===== config.mk =====
export PLATFORM = sky130hd
export DESIGN_NAME = sram_controller
export DESIGN_NICKNAME = d
export VERILOG_FILES = /design/src/rtl/sram_controller_pkg.sv /design/src/rtl/sram_addr_gen.sv /design/src/rtl/sram_controller.sv
export SDC_FILE = /design/constraint.sdc
export NUM_CORES = 1
export LEC_CHECK = 0
export BUFFER_PORTS_ARGS = -buffer_cell sky130_fd_sc_hd__buf_2
export CAP_MARGIN = 20
export CORE_MARGIN = 5
export CORE_UTILIZATION = 40
export DETAILED_ROUTE_END_ITERATION = 6
export GPL_ROUTABILITY_DRIVEN = 0
export PLACE_DENSITY_LB_ADDON = 0.05
export SYNTH_ARGS = -nofsm -noshare
export SYNTH_HDL_FRONTEND = slang
export SYNTH_SLANG_ARGS = --single-unit
export TNS_END_PERCENT = 10

===== constraint.sdc =====
create_clock -name clk -period 7.2 [get_ports clk]
set_input_delay 1.08 -clock clk [delete_from_list [all_inputs] [get_ports clk]]
set_output_delay 1.08 -clock clk [all_outputs]
set_load 0.05 [all_outputs]

===== src/rtl/sram_controller_pkg.sv =====
// Shared widths and FSM encoding for the off-chip 16-bit SRAM word controller.
package sram_controller_pkg;

  localparam int unsigned WORD_WIDTH    = 32;
  localparam int unsigned SRAM_DQ_WIDTH = 16;

  localparam logic [1:0] ST_IDLE = 2'd0;
  localparam logic [1:0] ST_LO   = 2'd1;
  localparam logic [1:0] ST_HI   = 2'd2;
  localparam logic [1:0] ST_DONE = 2'd3;

  typedef enum logic [1:0] {
    StIdle = ST_IDLE,
    StLo   = ST_LO,
    StHi   = ST_HI,
    StDone = ST_DONE
  } state_e;

endpackage


===== src/rtl/sram_addr_gen.sv =====
// Byte address to SRAM word offset, and low/high halfword SRAM address select.
module sram_addr_gen
  import sram_controller_pkg::*;
#(
  parameter int unsigned ADDR_BASE = 1024,
  parameter int unsigned SRAM_AW   = 18
) (
  input  logic [WORD_WIDTH-1:0] i_address,
  input  logic [SRAM_AW-2:0]    i_waddr_word,
  input  logic                  i_hi,
  output logic [SRAM_AW-2:0]    o_waddr_word,
  output logic [SRAM_AW-1:0]    o_sram_addr
);

  logic [WORD_WIDTH-1:0] w_waddr;
  logic                  w_unused;

  // Subtraction wraps mod 2^32; bits above the SRAM range are dropped silently.
  assign w_waddr      = {i_address[WORD_WIDTH-1:2], 2'b00} - WORD_WIDTH'(ADDR_BASE);
  assign o_waddr_word = w_waddr[SRAM_AW:2];
  assign o_sram_addr  = {i_waddr_word, i_hi};
  assign w_unused     = ^{w_waddr[WORD_WIDTH-1:SRAM_AW+1], w_waddr[1:0], i_address[1:0]};

endmodule


===== src/rtl/sram_controller.sv =====
// MEM-stage initiator: one 32-bit word request becomes two 16-bit SRAM accesses, low first.
module sram_controller
  import sram_controller_pkg::*;
#(
  parameter int unsigned ACCESS_CYCLES = 2,
  parameter int unsigned ADDR_BASE     = 1024,
  parameter int unsigned SRAM_AW       = 18
) (
  input  logic                     clk,
  input  logic                     rst,
  input  logic                     wr_en,
  input  logic                     rd_en,
  input  logic [WORD_WIDTH-1:0]    address,
  input  logic [WORD_WIDTH-1:0]    write_data,
  output logic [WORD_WIDTH-1:0]    read_data,
  output logic                     ready,
  output logic [SRAM_AW-1:0]       sram_addr,
  output logic [SRAM_DQ_WIDTH-1:0] sram_dq_out,
  output logic                     sram_dq_oe,
  input  logic [SRAM_DQ_WIDTH-1:0] sram_dq_in,
  output logic                     sram_we_n
);

  localparam logic [3:0] LastCnt = 4'(ACCESS_CYCLES - 1);

  state_e                   r_state, w_state_next;
  logic [3:0]               r_cnt, w_cnt_next;
  logic                     r_is_wr;
  logic [SRAM_AW-2:0]       r_waddr_word;
  logic [WORD_WIDTH-1:0]    r_wdata;
  logic [SRAM_DQ_WIDTH-1:0] r_rd_lo;
  logic [WORD_WIDTH-1:0]    r_read_data;
  logic [SRAM_AW-1:0]       r_sram_addr;
  logic [SRAM_DQ_WIDTH-1:0] r_dq_out;
  logic                     r_dq_oe;
  logic                     r_we_n;

  logic                     w_req, w_last, w_accept, w_op_wr, w_next_hi;
  logic [SRAM_AW-2:0]       w_waddr_new, w_waddr_sel;
  logic [WORD_WIDTH-1:0]    w_wdata_sel;
  logic [SRAM_AW-1:0]       w_sram_addr_next;

  assign w_req    = wr_en | rd_en;
  assign w_last   = (r_cnt == LastCnt);
  assign w_accept = (r_state == StIdle) && w_req;

  // Registered pad outputs for the first LO cycle must come from the live request.
  assign w_op_wr     = w_accept ? wr_en       : r_is_wr;
  assign w_waddr_sel = w_accept ? w_waddr_new : r_waddr_word;
  assign w_wdata_sel = w_accept ? write_data  : r_wdata;
  assign w_next_hi   = (w_state_next == StHi);

  sram_addr_gen #(
    .ADDR_BASE (ADDR_BASE),
    .SRAM_AW   (SRAM_AW)
  ) u_addr_gen (
    .i_address    (address),
    .i_waddr_word (w_waddr_sel),
    .i_hi         (w_next_hi),
    .o_waddr_word (w_waddr_new),
    .o_sram_addr  (w_sram_addr_next)
  );

  always_ff @(posedge clk or posedge rst) begin
    if (rst) begin
      r_state <= StIdle;
      r_cnt   <= 4'd0;
    end else begin
      r_state <= w_state_next;
      r_cnt   <= w_cnt_next;
    end
  end

  always_comb begin
    w_state_next = r_state;
    w_cnt_next   = r_cnt;
    ready        = 1'b0;
    unique case (r_state)
      StIdle: begin
        ready = ~w_req;
        if (w_req) begin
          w_state_next = StLo;
          w_cnt_next   = 4'd0;
        end
      end
      StLo: begin
        w_cnt_next = w_last ? 4'd0 : r_cnt + 4'd1;
        if (w_last) w_state_next = StHi;
      end
      StHi: begin
        w_cnt_next = w_last ? 4'd0 : r_cnt + 4'd1;
        if (w_last) w_state_next = StDone;
      end
      StDone: begin
        ready        = 1'b1;
        w_state_next = StIdle;
      end
    endcase
  end

  always_ff @(posedge clk or posedge rst) begin
    if (rst) begin
      r_is_wr      <= 1'b0;
      r_waddr_word <= '0;
      r_wdata      <= '0;
    end else if (w_accept) begin
      r_is_wr      <= wr_en;
      r_waddr_word <= w_waddr_new;
      r_wdata      <= write_data;
    end
  end

  // we_n rises on the last cycle of each access so address and data are held past it.
  always_ff @(posedge clk or posedge rst) begin
    if (rst) begin
      r_sram_addr <= '0;
      r_dq_out    <= '0;
      r_dq_oe     <= 1'b0;
      r_we_n      <= 1'b1;
    end else if (w_state_next == StLo || w_state_next == StHi) begin
      r_sram_addr <= w_sram_addr_next;
      r_dq_out    <= w_next_hi ? w_wdata_sel[31:16] : w_wdata_sel[15:0];
      r_dq_oe     <= w_op_wr;
      r_we_n      <= ~(w_op_wr && (w_cnt_next != LastCnt));
    end else begin
      r_dq_oe     <= 1'b0;
      r_we_n      <= 1'b1;
    end
  end

  always_ff @(posedge clk or posedge rst) begin
    if (rst) begin
      r_rd_lo     <= '0;
      r_read_data <= '0;
    end else if (!r_is_wr && w_last) begin
      if (r_state == StLo) r_rd_lo <= sram_dq_in;
      if (r_state == StHi) r_read_data <= {sram_dq_in, r_rd_lo};
    end
  end

  assign read_data   = r_read_data;
  assign sram_addr   = r_sram_addr;
  assign sram_dq_out = r_dq_out;
  assign sram_dq_oe  = r_dq_oe;
  assign sram_we_n   = r_we_n;

endmodule

[Word level (Yosys, flattened, before mapping)]
Index checks and enable logic that the tools add are counted.
Word-level totals
  register bits after elaboration: 140
  bits of input ports: 84
  output and inout port bits: 69
  logic and storage cells: 46
Operators by class
  add/sub/neg operators: 2
  eq/ne operators: 7
  multiplexer cells: 14
  bitwise logic cells: 3
  reduce and logical (&&, ||, !) cells: 9
Operator list (count)
  32-bit two-way mux: 1
  19-bit by 11-bit subtractor with 19-bit output (second input constant): 1
  17-bit two-way mux: 1
  16-bit two-way mux: 1
  4-bit two-way mux: 2
  2-bit case mux with 4 select lines: 1
  4-bit case mux with 2 select lines: 1
  2-bit equality test (second input constant): 3
  2-bit two-way mux: 3
  4-bit by 1-bit adder with 4-bit output (second input constant): 1
  2-bit by 1-bit equality test with 1-bit output (second input constant): 2
  4-bit by 1-bit equality test with 1-bit output (second input constant): 1
  4-bit by 1-bit inequality test with 1-bit output (second input constant): 1
  2-bit AND reduction: 2
  1-bit logical AND: 3
  1-bit two-way mux: 3
  2-bit logical NOT: 1
  1-bit inverter: 2
  1-bit case mux with 2 select lines: 1
  2-bit OR reduction: 1
  1-bit logical NOT: 1
  1-bit logical OR: 1
  1-bit bitwise OR: 1

[Logic depth before layout (Yosys ltp)]
  depth in word-level cells: 7
  depth in mapped cells: 14
  gate-level depth less buffers: 10

[Cells and area by module]
Synthesis repeated with hierarchy kept, for this count alone.
Unflattened totals
  cell total of the unflattened synthesis: 472
  area, all modules: 6064.6 um^2
Modules (own cells, without submodules)
  sram_controller: times used 1, cells an instance 426, area an instance 5721.7 um^2, sequential area each 3504.6 um^2
  sram_addr_gen: times used 1, cells an instance 46, area an instance 342.8 um^2, sequential area each 0.0 um^2

[Least setup slack after synthesis]
No wires, ideal clock.
  path type: input-to-output
  start: input port rd_en
  end: output port ready
  data arrival time: 2.019 ns
  slack: 4.101 ns
  stages on the path: 3
  cells stage by stage: nor2_1 -> a21oi_1 -> nor2_1
On the way
  longest elaborated chain between the ends: 3
Ends and longest elaborated chain
  from (decl): line sram_controller.sv:12  | input logic rd_en,
  1-bit bitwise OR: line sram_controller.sv:43  | assign w_req = wr_en | rd_en;
  1-bit inverter: line sram_controller.sv:80  | ready = ~w_req;
  1-bit case mux with 2 select lines: line sram_controller.sv:78  | unique case (r_state)
  to (decl): line sram_controller.sv:16  | output logic ready,
No other way between the ends.

[Worst setup path after layout]
  start: register r_cnt[1]
  end: register r_dq_out[11] (netlist: sram_dq_out[11])
On the way
  longest elaborated chain between the ends: 5
Ends and longest elaborated chain
  from (decl): line sram_controller.sv:27  | logic [3:0] r_cnt, w_cnt_next;
  from (signal assigned): line sram_controller.sv:70  | r_cnt <= w_cnt_next;
  4-bit by 1-bit equality test with 1-bit output (*): line sram_controller.sv:44  | assign w_last = (r_cnt == LastCnt);
  2-bit two-way mux (on tied branches): line sram_controller.sv:92, sram_controller.sv:88
  2-bit case mux with 4 select lines (*): line sram_controller.sv:78
  net w_state_next[1]: line sram_controller.sv:26  | state_e r_state, w_state_next;
  2-bit equality test (*): line sram_controller.sv:51  | assign w_next_hi = (w_state_next == StHi);
  net u_addr_gen.i_hi: line sram_addr_gen.sv:10  | input logic i_hi,
  16-bit two-way mux / 1-bit logical OR (equally long branches): line sram_controller.sv:122, sram_controller.sv:120
  to (signal assigned): line sram_controller.sv:122  | r_dq_out <= w_next_hi ? w_wdata_sel[31:16] : w_wdata_sel[15:0];
  to (decl): line sram_controller.sv:34  | logic [SRAM_DQ_WIDTH-1:0] r_dq_out;
The timed path passes the listed nets; every way through them passes the cells marked *.
A chain may end at the register's enable or synchronous reset.

==> reports/summary.txt <==
Syn nets: 536
Commonest non-fill, non-tap cell in the layout: dfrtp_1
Total of max-cap violations: 0
Via count: 3801
Largest net degree at the start of global routing: 78
Worst-skew pair later-pin latency: 0.41 ns
Sequential share of the synthesized area: 0.5961
Antenna Nets Post-Route: 0
Post-Route WL: 12500 um
Diode count: 0
CTS tree: yes
First-pass GRT wire length: 20570 um
Total global-route track usage: 0.1481
Final hold vios: 0
Dpl hpwl: 8274 um
Clock buffer depth: 2
Post-DR wirelength/cell: 16.01 um
DR DRC count: 0
Crit-path slowest cell: clkinv_1
Min Tclk post-route: 3.103 ns
Worst Skew: 0.007322 ns
Remaining Overflow, GRT: 0
Filler cells: 1273
Crit path max-delay family: simple AND/OR/NAND/NOR gates
Area Overhead vs Synth: 24.90%
Drt first pass iters: 4
Slew HR: 0.5731
Syn Std Cell Area: 5879 um2
Num ports: 153
Critical Path RT: 7.47 ns
Rows: 44
Tightest Pin Transition: 0.6403 ns
Share of cells above drive strength 1: 0.4606
Final cycle utilization of the critical path: 0.4310
Simple-gate share of the synthesized area: 0.09513
CP Data Arrival Time: 3.38 ns
Status: completed
Initial antenna violation count: 3
Mux cell area share after synthesis: 0.2037
Setup bufs post-CTS: 0
Max Transition Viols Final: 0
Synthesized flop and latch total: 140
First DRT Iteration DRCs: 137
RSZ-0062 raised after global routing: no
Adder-Cell Fraction of Synth Area: 0.01702
Initial core utilization: 0.4061
Vias in the first global route: 3939
Post-synthesis async set-or-reset flop share: 1.000
Predominant post-synthesis flop cell: dfrtp_1
Startpoint Class: flip-flop
TNS Setup: 0 ns
CP Buf/Inv Count: 2
PostCTS Resize Cnt: 0
Crit-path max FO: 17
Synth cell types: 40
DIE AREA: 17220 um2
YS warnings: 0
CP Class: flip-flop to flip-flop
PortBufs: 137
Die Span X: 131.2 um
Synth Area in Compound Gates: 0.05405
Final setup vio count: 0
Max Fclk: 0.3222 GHz
Tightest Hold Check Type: flip-flop to flip-flop
Worst path cell trace: inv_1 > ha_1 > or3b_4 > a21oi_1 > nor2_1 > a21oi_1 > ha_2 > clkinv_1 > nor2_1 > o31ai_1
Largest family of logic cells by synthesized area: multiplexers
CTS root buf: clkbuf_16
Number of H-tree levels: 4
Clock transition at path regs: 0.06 ns
Final net count: 676
TritonCTS Buffers: 17
Most frequent cells in the layout: dfrtp_1 (139), buf_2 (137), mux2_2 (53), nand2_1 (53), nor2_1 (44)
Sequential cell area: 3505 um2
Via density: 4.867
CTS Hold Bufs: 0
CORE AREA: 14480 um2
Area of the multi-input gates: 2222 um2
Mapped Cells: 444
CP endpoint kind: flip-flop
Die H: 131.2 um
Post-Synth XOR/XNOR Area: 0.007448
CP peak stage delay: 0.62 ns
Mapped Avg Cell Area: 13.24 um2
Sink Count: 140
Post-synth EDFFs: 0
[cell type report]
cell class / count / share of cell area
Sequential cell: 140 / 0.4773
Multi-Input combinational cell: 275 / 0.3026
Timing Repair Buffer: 142 / 0.1012
Clock buffer: 23 / 0.06781
Tap cell: 184 / 0.03135
Clock inverter: 9 / 0.01499
Inverter: 8 / 0.004771
[Yosys cell counts, types with 2 or more instances]
library cell,n,area [um2]
o31ai_1,20,150.1
nor3b_1,6,45.04
buf_2,5,25.02
nand2_4,2,22.52
mux2_2,53,596.8
clkbuf_1,7,26.28
inv_1,7,26.28
buf_1,2,7.510
mux2_4,40,600.6
ha_1,8,100.1
buf_4,3,22.52
nor3_1,6,30.03
o21ai_0,7,35.03
dfrtp_1,139,3478
nand2_1,53,198.9
xnor2_1,4,35.03
nor2b_1,2,12.51
a21o_1,3,22.52
buf_6,4,45.04
a21oi_1,10,50.05
nor2_1,44,165.2
[cells by family (layout without fill, tap and decap cells)]
logic type / after synthesis / count (layout)
buffers and inverters: 29 / 182
adder cells (fa/ha/maj): 8 / 8
AO/OA/AOI/OAI: 47 / 47
flip-flops: 140 / 140
multiplexers: 93 / 93
XOR/XNOR: 5 / 5
AND/OR/NAND/NOR: 122 / 122
[metal layers]
metal	up-vias	global-route usage	routed length (um)	part of all wire
met2	107	0.2181	5640	0.45
met4	6	0.06178	226	0.018
met1	1853	0.1998	5816	0.47
met5	-	0	60	0.0048
met3	21	0.05161	755	0.060
li1	1814	-	-	-
[worst paths after layout]
kind	slack, ns	cells past startpoint	end	start
max	4.10	10	sram_dq_out[11]$_DFFE_PP0P_	r_cnt[1]$_DFF_PP0_
min	0.47	2	r_waddr_word[7]$_DFF_PP0_	r_waddr_word[7]$_DFF_PP0_
max reg2reg	4.10	10	sram_dq_out[11]$_DFFE_PP0P_	r_cnt[1]$_DFF_PP0_
min reg2reg	0.47	2	r_waddr_word[7]$_DFF_PP0_	r_waddr_word[7]$_DFF_PP0_
max in group asynchronous	5.43	4	r_rd_lo[7]$_DFFE_PP0P_	rst
min in group asynchronous	0.74	2	read_data[18]$_DFFE_PP0P_	rst
[sequential cells by signal, summed over array words and instances, names as in the netlist]
signal / flops
r_wdata: 32
r_rd_lo: 16
r_state: 2
sram_addr: 18
sram_we_n: 1
r_is_wr: 1
r_cnt: 4
sram_dq_out: 16
sram_dq_oe: 1
read_data: 32
r_waddr_word: 17
[worst min-delay path: stages (launching register included)]
cell	delay (ns)
dfrtp_1	0.32
nand2_1	0.05
nand2_1	0.07
[metrics by stage]
stage | setup WS, ns | hold WS [ns] | std cells | cell area [um2] | util
after detailed placement | 3.737 | 0.4606 | 748 | 6708 | 0.4633
after CTS | 4.021 | 0.4756 | 780 | 7316 | 0.5053
after floorplan | 2.369 | 0.4372 | 444 | 5879 | -
after global placement | 3.761 | 0.4523 | 748 | 6708 | 0.4633
after global routing | 3.731 | 0.4957 | 781 | 7343 | 0.5072
final | 4.097 | 0.4700 | 781 | 7343 | 0.5072
Power is not shown: default switching activity piles up to over one toggle a cycle in this logic, so the estimate is an artifact.
